`config.mk`:
```
export PLATFORM = sky130hd
export DESIGN_NAME = logic_unit_arbiter
export DESIGN_NICKNAME = d
export VERILOG_FILES = /design/src/rtl/logic_unit_arbiter.sv
export SDC_FILE = /design/constraint.sdc
export NUM_CORES = 1
export LEC_CHECK = 0
export BUFFER_PORTS_ARGS = -buffer_cell sky130_fd_sc_hd__buf_2
export CORE_ASPECT_RATIO = 0.5
export CORE_MARGIN = 3
export CORE_UTILIZATION = 40
export CTS_CLUSTER_DIAMETER = 50
export CTS_CLUSTER_SIZE = 24
export DETAILED_ROUTE_END_ITERATION = 10
export PLACE_DENSITY = 0.59
export SLEW_MARGIN = 0
export SYNTH_ARGS = -nofsm -noshare
export SYNTH_HDL_FRONTEND = slang
export SYNTH_SLANG_ARGS = --single-unit
```
`constraint.sdc`:
```
create_clock -name CLK -period 2 [get_ports CLK]
set_clock_uncertainty 0.15 [all_clocks]
set_input_delay 0.2 -clock CLK [delete_from_list [all_inputs] [get_ports CLK]]
set_output_delay 0.2 -clock CLK [all_outputs]
set_load 0.01 [all_outputs]
```
`src/rtl/logic_unit_arbiter.sv`:
```
// Round-robin arbiter that shares one bitwise logic unit (AND/OR/XOR/NOR) between two requesters.
// The unit grants one requester, holds for LAT execution cycles, then returns a registered result with a done pulse.
module logic_unit_arbiter #(
    parameter int unsigned W   = 8,
    parameter int unsigned LAT = 1
) (
    input  logic         CLK,
    input  logic         RST_N,
    input  logic         REQ0,
    input  logic [1:0]   OP0,
    input  logic [W-1:0] A0,
    input  logic [W-1:0] B0,
    input  logic         REQ1,
    input  logic [1:0]   OP1,
    input  logic [W-1:0] A1,
    input  logic [W-1:0] B1,
    output logic         GNT0,
    output logic         GNT1,
    output logic         DONE0,
    output logic         DONE1,
    output logic [W-1:0] Z,
    output logic         BUSY
);

    localparam int unsigned CW = (LAT > 1) ? $clog2(LAT) : 1;
    localparam logic [CW-1:0] LAT_M1 = CW'(LAT - 1);

    typedef enum logic [1:0] {
        IDLE = 2'd0,
        EXEC = 2'd1,
        RESP = 2'd2
    } state_e;

    state_e        state_q;
    logic          prio_q;
    logic          port_q;
    logic [CW-1:0] cnt_q;
    logic [1:0]    op_q;
    logic [W-1:0]  a_q;
    logic [W-1:0]  b_q;
    logic          gnt0_q;
    logic          gnt1_q;
    logic          done0_q;
    logic          done1_q;
    logic [W-1:0]  z_q;

    logic          win_c;
    logic [W-1:0]  result_c;

    // A lone requester wins outright; a tie goes to the priority port.
    always_comb begin
        win_c = REQ1;
        if (REQ0 && REQ1) begin
            win_c = prio_q;
        end
    end

    // Shared logic unit, operating on the latched operands.
    always_comb begin
        result_c = '0;
        case (op_q)
            2'b00:   result_c = a_q & b_q;
            2'b01:   result_c = a_q | b_q;
            2'b10:   result_c = a_q ^ b_q;
            default: result_c = ~(a_q | b_q);
        endcase
    end

    always_ff @(posedge CLK or negedge RST_N) begin
        if (!RST_N) begin
            state_q <= IDLE;
            prio_q  <= 1'b0;
            port_q  <= 1'b0;
            cnt_q   <= '0;
            op_q    <= 2'b00;
            a_q     <= '0;
            b_q     <= '0;
            gnt0_q  <= 1'b0;
            gnt1_q  <= 1'b0;
            done0_q <= 1'b0;
            done1_q <= 1'b0;
            z_q     <= '0;
        end else begin
            case (state_q)
                IDLE: begin
                    if (REQ0 || REQ1) begin
                        port_q  <= win_c;
                        op_q    <= win_c ? OP1 : OP0;
                        a_q     <= win_c ? A1 : A0;
                        b_q     <= win_c ? B1 : B0;
                        gnt0_q  <= ~win_c;
                        gnt1_q  <= win_c;
                        cnt_q   <= LAT_M1;
                        state_q <= EXEC;
                    end
                end
                EXEC: begin
                    gnt0_q <= 1'b0;
                    gnt1_q <= 1'b0;
                    if (cnt_q == '0) begin
                        z_q     <= result_c;
                        done0_q <= ~port_q;
                        done1_q <= port_q;
                        state_q <= RESP;
                    end else begin
                        cnt_q <= cnt_q - CW'(1);
                    end
                end
                RESP: begin
                    done0_q <= 1'b0;
                    done1_q <= 1'b0;
                    prio_q  <= ~port_q;
                    state_q <= IDLE;
                end
                default: begin
                    state_q <= IDLE;
                end
            endcase
        end
    end

    assign GNT0  = gnt0_q;
    assign GNT1  = gnt1_q;
    assign DONE0 = done0_q;
    assign DONE1 = done1_q;
    assign Z     = z_q;
    assign BUSY  = (state_q != IDLE);

endmodule

```
==> results of run 1 <==
[power by group through the flow]
stage	logic, mW	registers (mW)	clock network (mW)
CTS	1.82	1.33	0.539
global route	2.06	1.38	0.565
finish	1.80	1.32	0.530
detailed placement	1.81	1.35	0
global placement	1.74	1.33	0
floorplan	1.40	1.29	0
[layout make-up]
| type | count | area, µm² |
|---|---|---|
| fill | 445 | 2250 |
| multi-input combinational | 148 | 1011 |
| sequential | 34 | 850.8 |
| timing repair buffer | 58 | 320.3 |
| inverter | 31 | 116.4 |
| clock buffer | 7 | 86.33 |
| tap | 66 | 82.58 |
| clock inverter | 1 | 5.005 |
[layer usage]
layer | vias to the layer above | GRT usage (%) | wire length, µm
met4 | 0 | 5.216 | 47
met1 | 848 | 23.25 | 2465
li1 | 892 | - | -
met5 | - | 0 | 0
met2 | 38 | 27.66 | 2128
met3 | 5 | 3.390 | 216
[worst max-delay path by stage]
stage / end / cells after the start / slack [ns] / startpoint
after global placement: GNT0 / 5 / 0.22 / state_q[1]
after CTS: GNT0 / 5 / 0.15 / state_q[1]
after global routing: GNT0 / 5 / 0.05 / state_q[1]
final: GNT0 / 5 / 0.16 / state_q[1]
after floorplan: GNT0 / 6 / 0.49 / state_q[1]
after detailed placement: GNT0 / 5 / 0.16 / state_q[1]
[critical path: stages (launching register included)]
cell and delay (ns):
dfrtp_1 0.38, inv_1 0.13, ha_1 0.42, inv_1 0.17, a32o_1 0.25, a22o_1 0.22
[state kept, by name, indices dropped and copies added (netlist names)]
signal   cells
b_q          8
state_q      2
GNT1         1
port_q       1
GNT0         1
prio_q       1
DONE1        1
Z            8
DONE0        1
a_q          8
op_q         2
[cell families after synthesis]
logic type | after synthesis
AOI/OAI and AO/OA | 57
adders and majority gates | 20
buffers and inverters | 46
DFF | 34
muxes | 13
and+or+nand+nor | 58
[per-stage QoR]
step	setup WS [ns]	total power, mW	std cells	utilization, %
5_1_grt	0.05325	4.011	345	52.36
3_5_place_dp	0.1605	3.150	336	50.21
6_report	0.1633	3.653	345	52.36
3_3_place_gp	0.2196	3.071	336	50.21
2_1_floorplan	0.4895	2.685	228	-
4_1_cts	0.1458	3.690	345	52.36
[repair_timing]
| action | CTS | global route |
|---|---|---|
| hold buffers | 1 | 0 |
| buffers inserted | 0 | 0 |
| endpoints found under the hold margin | 34 | 0 |
[layout by cell type (no fill, tap or decap), types with 2 or more instances in the layout]
cell	Yosys	final
a221o_1	2	2
nor2_1	24	24
ha_1	20	20
nand3_1	19	19
mux2i_1	11	11
buf_4	5	4
o221ai_1	6	6
inv_1	31	31
mux2_2	2	2
nand2_1	11	11
clkbuf_8	0	6
o21ai_0	16	16
dfrtp_1	34	34
o21ai_1	3	3
a31oi_1	18	18
o211ai_1	6	6
buf_2	2	52
==> results by group, run 1 <==
Synth
  • Main area contributors after synthesis: dfrtp_1, ha_1, inv_1
  • Synth Area in Adders: 11.90%
  • Synthesized area per cell: 9.219 µm²
  • Synth Net Count: 288
  • Main flop type after synthesis: dfrtp_1
  • Async S/R FF share, synth: 100.0%
  • Post-synth top area share: 40.48%
  • Leading area contributor after synthesis: dfrtp_1
  • Gate Count Post-Synth: 228
  • Commonest cells post-synth: dfrtp_1, inv_1, nor2_1, ha_1, nand3_1
  • Synth Area in XOR/XNOR: 0%
  • Synth unique cells: 29
  • Seq/Total Area, Yosys: 40.48%
  • Mux contribution to synthesized area: 6.310%
  • Most numerous cell in the Yosys netlist: dfrtp_1
  • Synthesized flop and latch total: 34
  • Simple-Gate Fraction of Synth Area: 12.20%
  • Largest family of logic cells by synthesized area: compound AO/OA/AOI/OAI gates
  • Synth Cell Area: 2102 µm²
  • EDFF count, synth: 0
  • Yosys warns: 0
  • Complex-gate fraction of the synthesized area: 17.68%

Global routing
  • First-pass GRT wire length: 8411 µm
  • Tot GR Track Use: 17.08%
  • GRT overflow: 0
  • Number of global-route vias before repair: 1841
  • Largest net degree at the start of global routing: 38
  • Initial antenna violation count: 0

Status
  • Status: complete, no violations

Timing
  • Rel. slew slack: 48.49%
  • RSZ-0062 raised after global routing: false
  • Setup violators final: 0
  • Worst-Margin Slew: 0.7727 ns
  • Final hold slack: 0.02933 ns
  • Period utilization: 91.84%
  • Max-slew violation count: 0
  • Fin Setup TNS: 0 ns
  • Fmax: 544.4 MHz
  • Hold violation total from the final report: 0
  • Min Clock Period, post-route: 1.837 ns

Worst hold path
  • Hold Path Class: primary input to flip-flop
  • Hold Path Sink: b_q[3]
  • Hold path cells: 3
  • Hold Crit Start: B0[3]

Finish
  • Nets: 338
  • Share of cells above drive strength 1: 24.01%
  • Area delta synth->final: 17.62%
  • Final non-filler cell area: 2472 µm²
  • Diodes inserted: 0

Clocking
  • CTS resizes: 0
  • Max Root-Sink Buffers: 2
  • CTS tree: built
  • Later-pin clock latency in the skew report: 0.28 ns
  • Clk sinks: 34
  • Root Buffer: clkbuf_8
  • Clock transition at path regs: 0.07 ns
  • Cts bufs inserted: 5
  • H-tree levels: 2

Worst setup path
  • Crit path kind: flip-flop to flip-flop
  • Crit path max fanout: 11
  • Critical Path RT: 2.02 ns
  • CP Launch Type: flip-flop
  • R2R depth: 5
  • Crit. End Element: flip-flop
  • FF-to-FF setup slack: 0.16 ns
  • Worst Path Arrival: 1.86 ns
  • Reg2reg start: state_q[1]
  • R2R Path End: GNT0

Route
  • Vias per Instance: 5.168
  • Residual DRC count: 0
  • Final ANT Viol Nets: 0
  • Initial DRT Pass Iterations: 4
  • 1st-iter DRT viols: 79
  • Drt total wl: 4858 µm
  • Routed wire per std cell: 14.08 µm
  • Via count: 1783

Floorplan
  • Die H: 57.26 µm
  • FP Rows: 17
  • Core Box Area: 4722 µm²
  • Die ar.: 6214 µm²
  • # IOs: 53
  • DIE WIDTH: 108.5 µm
  • Starting density of the core: 44.52%

Job
  • Max-cap violation count: 0

Power and ir drop
  • PwrDens: 1478 nW/µm²
  • Internal power: 2.128 mW
  • Net switching power: 1.525 mW
  • Combinational share of power: 49.2%
  • Fraction of power spent switching nets: 41.74%
  • Flop pwr share: 36.2%
  • Clk pwr share: 14.5%
  • Peak supply drop: 0.5623 mV
  • Lkg Pwr: 1.263 nW

Placement
  • Port Buf Inserts: 52
  • RePlAce Congestion: 0.7633
  • DP HPWL: 3603 µm
  • Placed cell areas: 2371 µm²
(Power assumes the default switching activity.)
==> inputs of run 2 (changes only) <==
--- a/config.mk
+++ b/config.mk
@@ -8,11 +8,11 @@
 export BUFFER_PORTS_ARGS = -buffer_cell sky130_fd_sc_hd__buf_2
 export CORE_ASPECT_RATIO = 0.5
 export CORE_MARGIN = 3
-export CORE_UTILIZATION = 40
+export CORE_UTILIZATION = 35
 export CTS_CLUSTER_DIAMETER = 50
 export CTS_CLUSTER_SIZE = 24
 export DETAILED_ROUTE_END_ITERATION = 10
-export PLACE_DENSITY = 0.59
+export PLACE_DENSITY = 0.53
 export SLEW_MARGIN = 0
 export SYNTH_ARGS = -nofsm -noshare
 export SYNTH_HDL_FRONTEND = slang
==> run 2 against run 1 <==
Effect of this change: die area rose by 13%; sequential share of layout area fell by 1.3 points; wire length rose by 2.3%; clock power rose by 60%; global-route usage fell by 1.2 points; power rose by 9.2%; worst setup slack improved by 0.19 ns; maximum frequency rose by 12%; count of clock-buffer cells in the layout rose by 1; utilization fell by 6.7 points.
==> results by group, run 2 (same netlist as run 1, synthesis figures left out) <==
Power and ir drop
  • Post-layout power: 3.989 mW (+9.2%)
  • Peak supply drop: 0.4439 mV (-21%)
  • Lkg Pwr: 1.308 nW (+3.6%)
  • PwrDens: 1551 nW/µm² (+5.0%)

Floorplan
  • Die H: 60.80 µm (+6.2%)
  • Core Box Area: 5634 µm² (+19%)
  • Starting density of the core: 37.31% (-7.2 points)
  • # IOs: 53 (unchanged)
  • FP Rows: 19 (+2)
  • DIE WIDTH: 115.6 µm (+6.5%)
  • Die ar.: 7028 µm² (+13%)

Placement
  • DP HPWL: 3659 µm (+1.5%)
  • Port Buf Inserts: 52 (unchanged)
  • Placed cell areas: 2395 µm² (+1.0%)
  • RePlAce Congestion: 0.7833 (+2.6%)

Timing
  • Setup violators final: 0 (unchanged)
  • Min Clock Period, post-route: 1.647 ns (-0.1895 ns)
  • Fin Setup TNS: 0 ns (unchanged)
  • Period utilization: 82.36% (-9.5 points)
  • Final hold slack: 0.04056 ns (+0.01124 ns)
  • Worst-Margin Slew: 0.7796 ns (+0.006988 ns)
  • Max-slew violation count: 0 (unchanged)
  • Hold violation total from the final report: 0 (unchanged)
  • RSZ-0062 raised after global routing: false
  • Rel. slew slack: 48.02% (-0.47 points)
  • Fmax: 607.1 MHz (+12%)

Route
  • Routed wire per std cell: 14.05 µm (-0.26%)
  • Via count: 1697 (-4.8%)
  • Drt total wl: 4972 µm (+2.3%)
  • Initial DRT Pass Iterations: 4 (unchanged)
  • Final ANT Viol Nets: 0 (unchanged)
  • Residual DRC count: 0 (unchanged)
  • Vias per Instance: 4.794 (-7.2%)
  • 1st-iter DRT viols: 106 (+34%)

Worst setup path
  • Crit path max fanout: 6 (-5)
  • Worst Path Arrival: 1.30 ns (-0.56 ns)
  • Crit. End Element: output pin
  • R2R Path End: GNT0
  • Crit. Startpoint: state_q[0]
  • Critical Path RT: 1.65 ns (-0.37 ns)
  • R2R depth: 5 (unchanged)
  • CP Launch Type: flip-flop
  • Reg2reg start: state_q[1]
  • FF-to-FF setup slack: 0.36 ns (+0.20 ns)
  • Crit path kind: flip-flop to output pin

Clocking
  • Clk sinks: 34 (unchanged)
  • Max Root-Sink Buffers: 2 (unchanged)
  • Clock transition at path regs: 0.05 ns (-0.02 ns)
  • CTS resizes: 0 (unchanged)
  • Post-CTS setup buffer count: 0 (unchanged)
  • CTS tree: built
  • Root Buffer: clkbuf_16
  • H-tree levels: 2 (unchanged)
  • Later-pin clock latency in the skew report: 0.28 ns (about the same)
  • Cts bufs inserted: 5 (unchanged)

Finish
  • Most frequent cells in the layout: buf_2, dfrtp_1, inv_1
  • Area delta synth->final: 22.32%
  • Nets: 340 (+0.59%)
  • Diodes inserted: 0 (unchanged)
  • Share of cells above drive strength 1: 24.91% (+0.90 points)
  • Final non-filler cell area: 2571 µm² (+4.0%)
  • Commonest non-fill, non-tap cell in the layout: buf_2

Global routing
  • Number of global-route vias before repair: 1677 (-8.9%)
  • Initial antenna violation count: 0 (unchanged)
  • Tot GR Track Use: 15.89% (-1.2 points)
  • Largest net degree at the start of global routing: 38 (unchanged)
  • GRT overflow: 0 (unchanged)
  • First-pass GRT wire length: 8349 µm (-0.74%)

Worst hold path
  • Hold Path Sink: b_q[0]
  • Hold Crit Start: B0[0]
  • Hold path cells: 3 (unchanged)
  • Hold Path Class: primary input to flip-flop

Status
  • Status: complete, no violations

Job
  • Max-cap violation count: 0 (unchanged)
run 2: repair_timing:
item	CTS	global route
endpoints found under the hold margin	34	0
endpoints found under the setup margin	0	0
hold buffers	1	0
run 2: worst max-delay path by stage:
stage               endpoint  slack [ns]
detailed placement      GNT0        0.36
global placement        GNT0        0.40
finish                  BUSY        0.35
global route          a_q[5]        0.21
floorplan               GNT0        0.49
CTS                     BUSY        0.34
run 2: area by class of cell:
cell class | instances | area, µm²
multi-input combinational | 148 | 1011
clock buffer | 8 | 166.4
inverter | 31 | 116.4
tap | 73 | 91.34
sequential | 34 | 850.8
timing repair buffer | 60 | 335.3
fill | 560 | 3063
run 2: where the power goes:
group | internal (mW) | switching (mW) | leakage [nW] | total, mW
sequential | 1.04 | 0.278 | 0.399 | 1.32
combinational | 0.833 | 0.992 | 0.826 | 1.83
clock | 0.563 | 0.284 | 0.0832 | 0.848
total | 2.43 | 1.55 | 1.31 | 3.99
run 2: metal layers:
metal  vias to the layer above  part of all wire, %  GRT usage, %
met2                        42                   41         22.94
li1                        891                    -             -
met4                         0                  1.5         6.355
met1                       756                   52         23.05
met5                         -                    0             0
met3                         8                  6.2         3.685
run 2: worst max-delay path, stage by stage (launching register included):
cell	delay (ns)
dfrtp_1	0.39
inv_1	0.11
ha_1	0.27
inv_1	0.11
buf_2	0.15
run 2: metrics by stage:
step                instances  util [%]  worst slack (ns)
detailed placement        345     42.50            0.3591
floorplan                 228         -            0.4895
global route              354     45.64            0.2114
finish                    354     45.64            0.3527
CTS                       354     45.64            0.3381
global placement          345     42.50            0.4028
==> inputs of run 3 (changes only) <==
--- a/config.mk
+++ b/config.mk
@@ -5,6 +5,7 @@
 export SDC_FILE = /design/constraint.sdc
 export NUM_CORES = 1
 export LEC_CHECK = 0
+export ABC_AREA = 1
 export BUFFER_PORTS_ARGS = -buffer_cell sky130_fd_sc_hd__buf_2
 export CORE_ASPECT_RATIO = 0.5
 export CORE_MARGIN = 3
@@ -12,7 +13,7 @@
 export CTS_CLUSTER_DIAMETER = 50
 export CTS_CLUSTER_SIZE = 24
 export DETAILED_ROUTE_END_ITERATION = 10
-export PLACE_DENSITY = 0.53
+export PLACE_DENSITY = 0.54
 export SLEW_MARGIN = 0
 export SYNTH_ARGS = -nofsm -noshare
 export SYNTH_HDL_FRONTEND = slang
==> constraint.sdc (replaced) <==
create_clock -name CLK -period 1.5 [get_ports CLK]
set_clock_uncertainty 0.15 [all_clocks]
set_input_delay 0.15 -clock CLK [delete_from_list [all_inputs] [get_ports CLK]]
set_output_delay 0.15 -clock CLK [all_outputs]
set_load 0.01 [all_outputs]
==> run 3 against run 2 <==
Effect of this change: wire length up 8.7%; combinational power up 52%; die area up 4.8%; count of clock-buffer cells in the layout down 2; synthesized cell count up 32%; hold slack worse by 0.018 ns; final cell count up 26%; first-iteration DRC count down 7.5%; highest routed layer unchanged; register-to-register slack worse by 0.26 ns; power up 39%; critical path type unchanged.
==> results by group, run 3 <==
Synth
  • Gate Count Post-Synth: 300 (+32%)
  • Synth Net Count: 360 (+25%)
  • Synth unique cells: 22 (-24%)
  • Async S/R FF share, synth: 100.0% (unchanged)
  • Main area contributors after synthesis: dfrtp_1, nand2_1, ha_1
  • EDFF count, synth: 0 (unchanged)
  • Synth Cell Area: 2212 µm² (+5.2%)
  • Seq/Total Area, Yosys: 38.46% (-2.0 points)
  • Commonest cells post-synth: nand2_1, inv_1, nand3_1, dfrtp_1, ha_1
  • Main flop type after synthesis: dfrtp_1
  • Most numerous cell in the Yosys netlist: nand2_1
  • Post-synth top area share: 38.46% (-2.0 points)
  • Synthesized flop and latch total: 34 (unchanged)
  • Synthesized area per cell: 7.374 µm² (-20%)
  • Yosys warns: 0 (unchanged)
  • Leading area contributor after synthesis: dfrtp_1

Worst setup path
  • Crit path max fanout: 3 (-3)
  • FF-to-FF setup slack: 0.10 ns (-0.26 ns)
  • Worst Path Arrival: 1.12 ns (-0.18 ns)
  • Crit-path cells: inv_1 > ha_4 > inv_2 > buf_2
  • Critical path's slowest cell: dfrtp_1
  • CP Launch Type: flip-flop
  • Crit-path max cell delay: 0.37 ns (-0.02 ns)
  • Crit. End Element: output pin
  • Delay-heaviest family, CP: flip-flops
  • Reg2reg start: state_q[1]
  • WP depth: 4 (unchanged)
  • Critical Path RT: 1.20 ns (-0.45 ns)
  • Crit. Startpoint: state_q[0]
  • Setup crit end: BUSY
  • Crit path buffers/inverters: 3 (unchanged)
  • Crit path kind: flip-flop to output pin
  • R2R Path End: b_q[3]
  • R2R depth: 6 (+1)

Global routing
  • Number of global-route vias before repair: 1892 (+13%)
  • First-pass GRT wire length: 9045 µm (+8.3%)
  • Initial antenna violation count: 0 (unchanged)
  • GRT overflow: 0 (unchanged)
  • Largest net degree at the start of global routing: 35 (-7.9%)
  • Tot GR Track Use: 14.82% (-1.1 points)

Timing
  • Hold violation total from the final report: 0 (unchanged)
  • Period utilization: 94.35%
  • Fmax: 706.6 MHz
  • Setup violators final: 0 (unchanged)
  • Max-slew violation count: 0 (unchanged)
  • Worst-Margin Slew: 0.4350 ns (-0.3446 ns)
  • Rel. slew slack: 71.00% (+23 points)
  • Final hold slack: 0.02225 ns (-0.01831 ns)
  • Min Clock Period, post-route: 1.415 ns
  • RSZ-0062 raised after global routing: false
  • Post-route setup slack: 0.08472 ns (-0.2680 ns)

Placement
  • DP HPWL: 4214 µm (+15%)
  • Pre-CTS setup slack: -0.01826 ns (-0.3773 ns)
  • RePlAce Congestion: 0.8392 (+7.1%)
  • Port Buf Inserts: 52 (unchanged)
  • Placed cell areas: 2643 µm² (+10%)

Finish
  • FILL cells: 581 (+3.8%)
  • Most frequent cells in the layout: nand2_1, buf_2, inv_1
  • Commonest non-fill, non-tap cell in the layout: nand2_1
  • Final non-filler cell area: 2818 µm² (+9.6%)
  • Area of the multi-input gates: 1096 µm² (+8.4%)
  • Diodes inserted: 0 (unchanged)
  • Share of cells above drive strength 1: 22.87% (-2.0 points)
  • Storage element area: 850.8 µm² (unchanged)
  • Area delta synth->final: 27.38%
  • Nets: 424 (+25%)

Power and ir drop
  • PwrDens: 1963 nW/µm² (+27%)
  • Peak supply drop: 0.8793 mV (+98%)
  • Lkg Pwr: 1.624 nW (+24%)

Floorplan
  • Core Box Area: 5777 µm² (+2.5%)
  • Starting density of the core: 38.29% (+0.98 points)
  • Die ar.: 7368 µm² (+4.8%)
  • # IOs: 53 (unchanged)
  • FP Rows: 19 (unchanged)
  • Die H: 62.22 µm (+2.3%)
  • DIE WIDTH: 118.4 µm (+2.5%)

Route
  • Via count: 2040 (+20%)
  • Drt total wl: 5406 µm (+8.7%)
  • Residual DRC count: 0 (unchanged)
  • Final ANT Viol Nets: 0 (unchanged)
  • Routed wire per std cell: 12.09 µm (-14%)
  • Vias per Instance: 4.564 (-4.8%)
  • Initial DRT Pass Iterations: 4 (unchanged)
  • 1st-iter DRT viols: 98 (-7.5%)

Clocking
  • CTS tree: built
  • Cts bufs inserted: 5 (unchanged)
  • Root Buffer: clkbuf_16
  • Max Root-Sink Buffers: 2 (unchanged)
  • H-tree levels: 2 (unchanged)
  • Clock transition at path regs: 0.05 ns (about the same)
  • Later-pin clock latency in the skew report: 0.27 ns (about the same)
  • Clk sinks: 34 (unchanged)

Status
  • Status: complete, no violations

Worst hold path
  • Hold Path Class: primary input to flip-flop

Job
  • Max-cap violation count: 0 (unchanged)
[run 3: report_power, final]
group,switching (mW),total (mW),internal (mW)
Sequential,0.370,1.74,1.37
Clock,0.353,0.994,0.641
Combinational,1.60,2.79,1.19
Total,2.32,5.53,3.21
[run 3: worst register-to-register path: cells and delay by family (launching register included)]
kind                       cells  cell delay, ns
DFF                            1            0.38
buffers and inverters          2            0.25
and+or+nand+nor                2            0.19
adders and majority gates      1            0.17
AOI/OAI and AO/OA              1            0.15
[run 3: logic make-up (layout without fill, tap and decap cells)]
family / count (synthesis) / after routing / share of synthesized area (%)
AND/OR/NAND/NOR: 153 / 153 / 31.56
flip-flops: 34 / 34 / 38.46
AO/OA/AOI/OAI: 25 / 25 / 6.109
buffers and inverters: 68 / 131 / 12.56
adder cells (fa/ha/maj): 20 / 20 / 11.31
[run 3: per-layer routing]
layer	global-route usage, %	wire (µm)	up-vias	part of all wire [%]
met2	21.96	2319	42	43
met4	3.030	31	0	0.57
met3	3.626	280	4	5.2
met5	0	0	-	0
li1	-	-	1067	-
met1	21.91	2774	927	51
[run 3: metrics by stage]
step / instances / total power [mW] / setup TNS [ns] / util (%)
2_1_floorplan: 300 / 3.511 / 0 / -
3_3_place_gp: 439 / 4.419 / 0 / 45.74
3_5_place_dp: 439 / 4.468 / -0.02435 / 45.74
4_1_cts: 446 / 5.517 / 0 / 48.41
5_1_grt: 447 / 6.121 / 0 / 48.78
6_report: 447 / 5.530 / 0 / 48.78
[run 3: how the worst min path moves through the flow]
stage | end | cells after the start | startpoint | slack (ns)
after floorplan | DONE0 | 0 | RST_N | -0.30
after global placement | state_q[0] | 2 | RST_N | 0.06
after detailed placement | state_q[0] | 2 | RST_N | 0.06
after CTS | a_q[0] | 5 | A0[0] | 0.02
after global routing | a_q[5] | 5 | A0[5] | 0.05
final | a_q[0] | 5 | A0[0] | 0.02
[run 3: layout make-up]
class                           instances  share of cell area (%)
Tap cell                               84                   3.730
Multi-Input combinational cell        198                   38.90
Timing Repair Buffer                   71                   14.96
Inverter                               54                   7.282
Clock buffer                            6                   4.929
Sequential cell                        34                   30.20
[run 3: what timing repair did]
action                                 CTS  global route
endpoints found under the hold margin   34             0
buffers inserted                         0             1
setup endpoints to repair               17            19
hold buffers                             1             0
resized for setup                        3             3
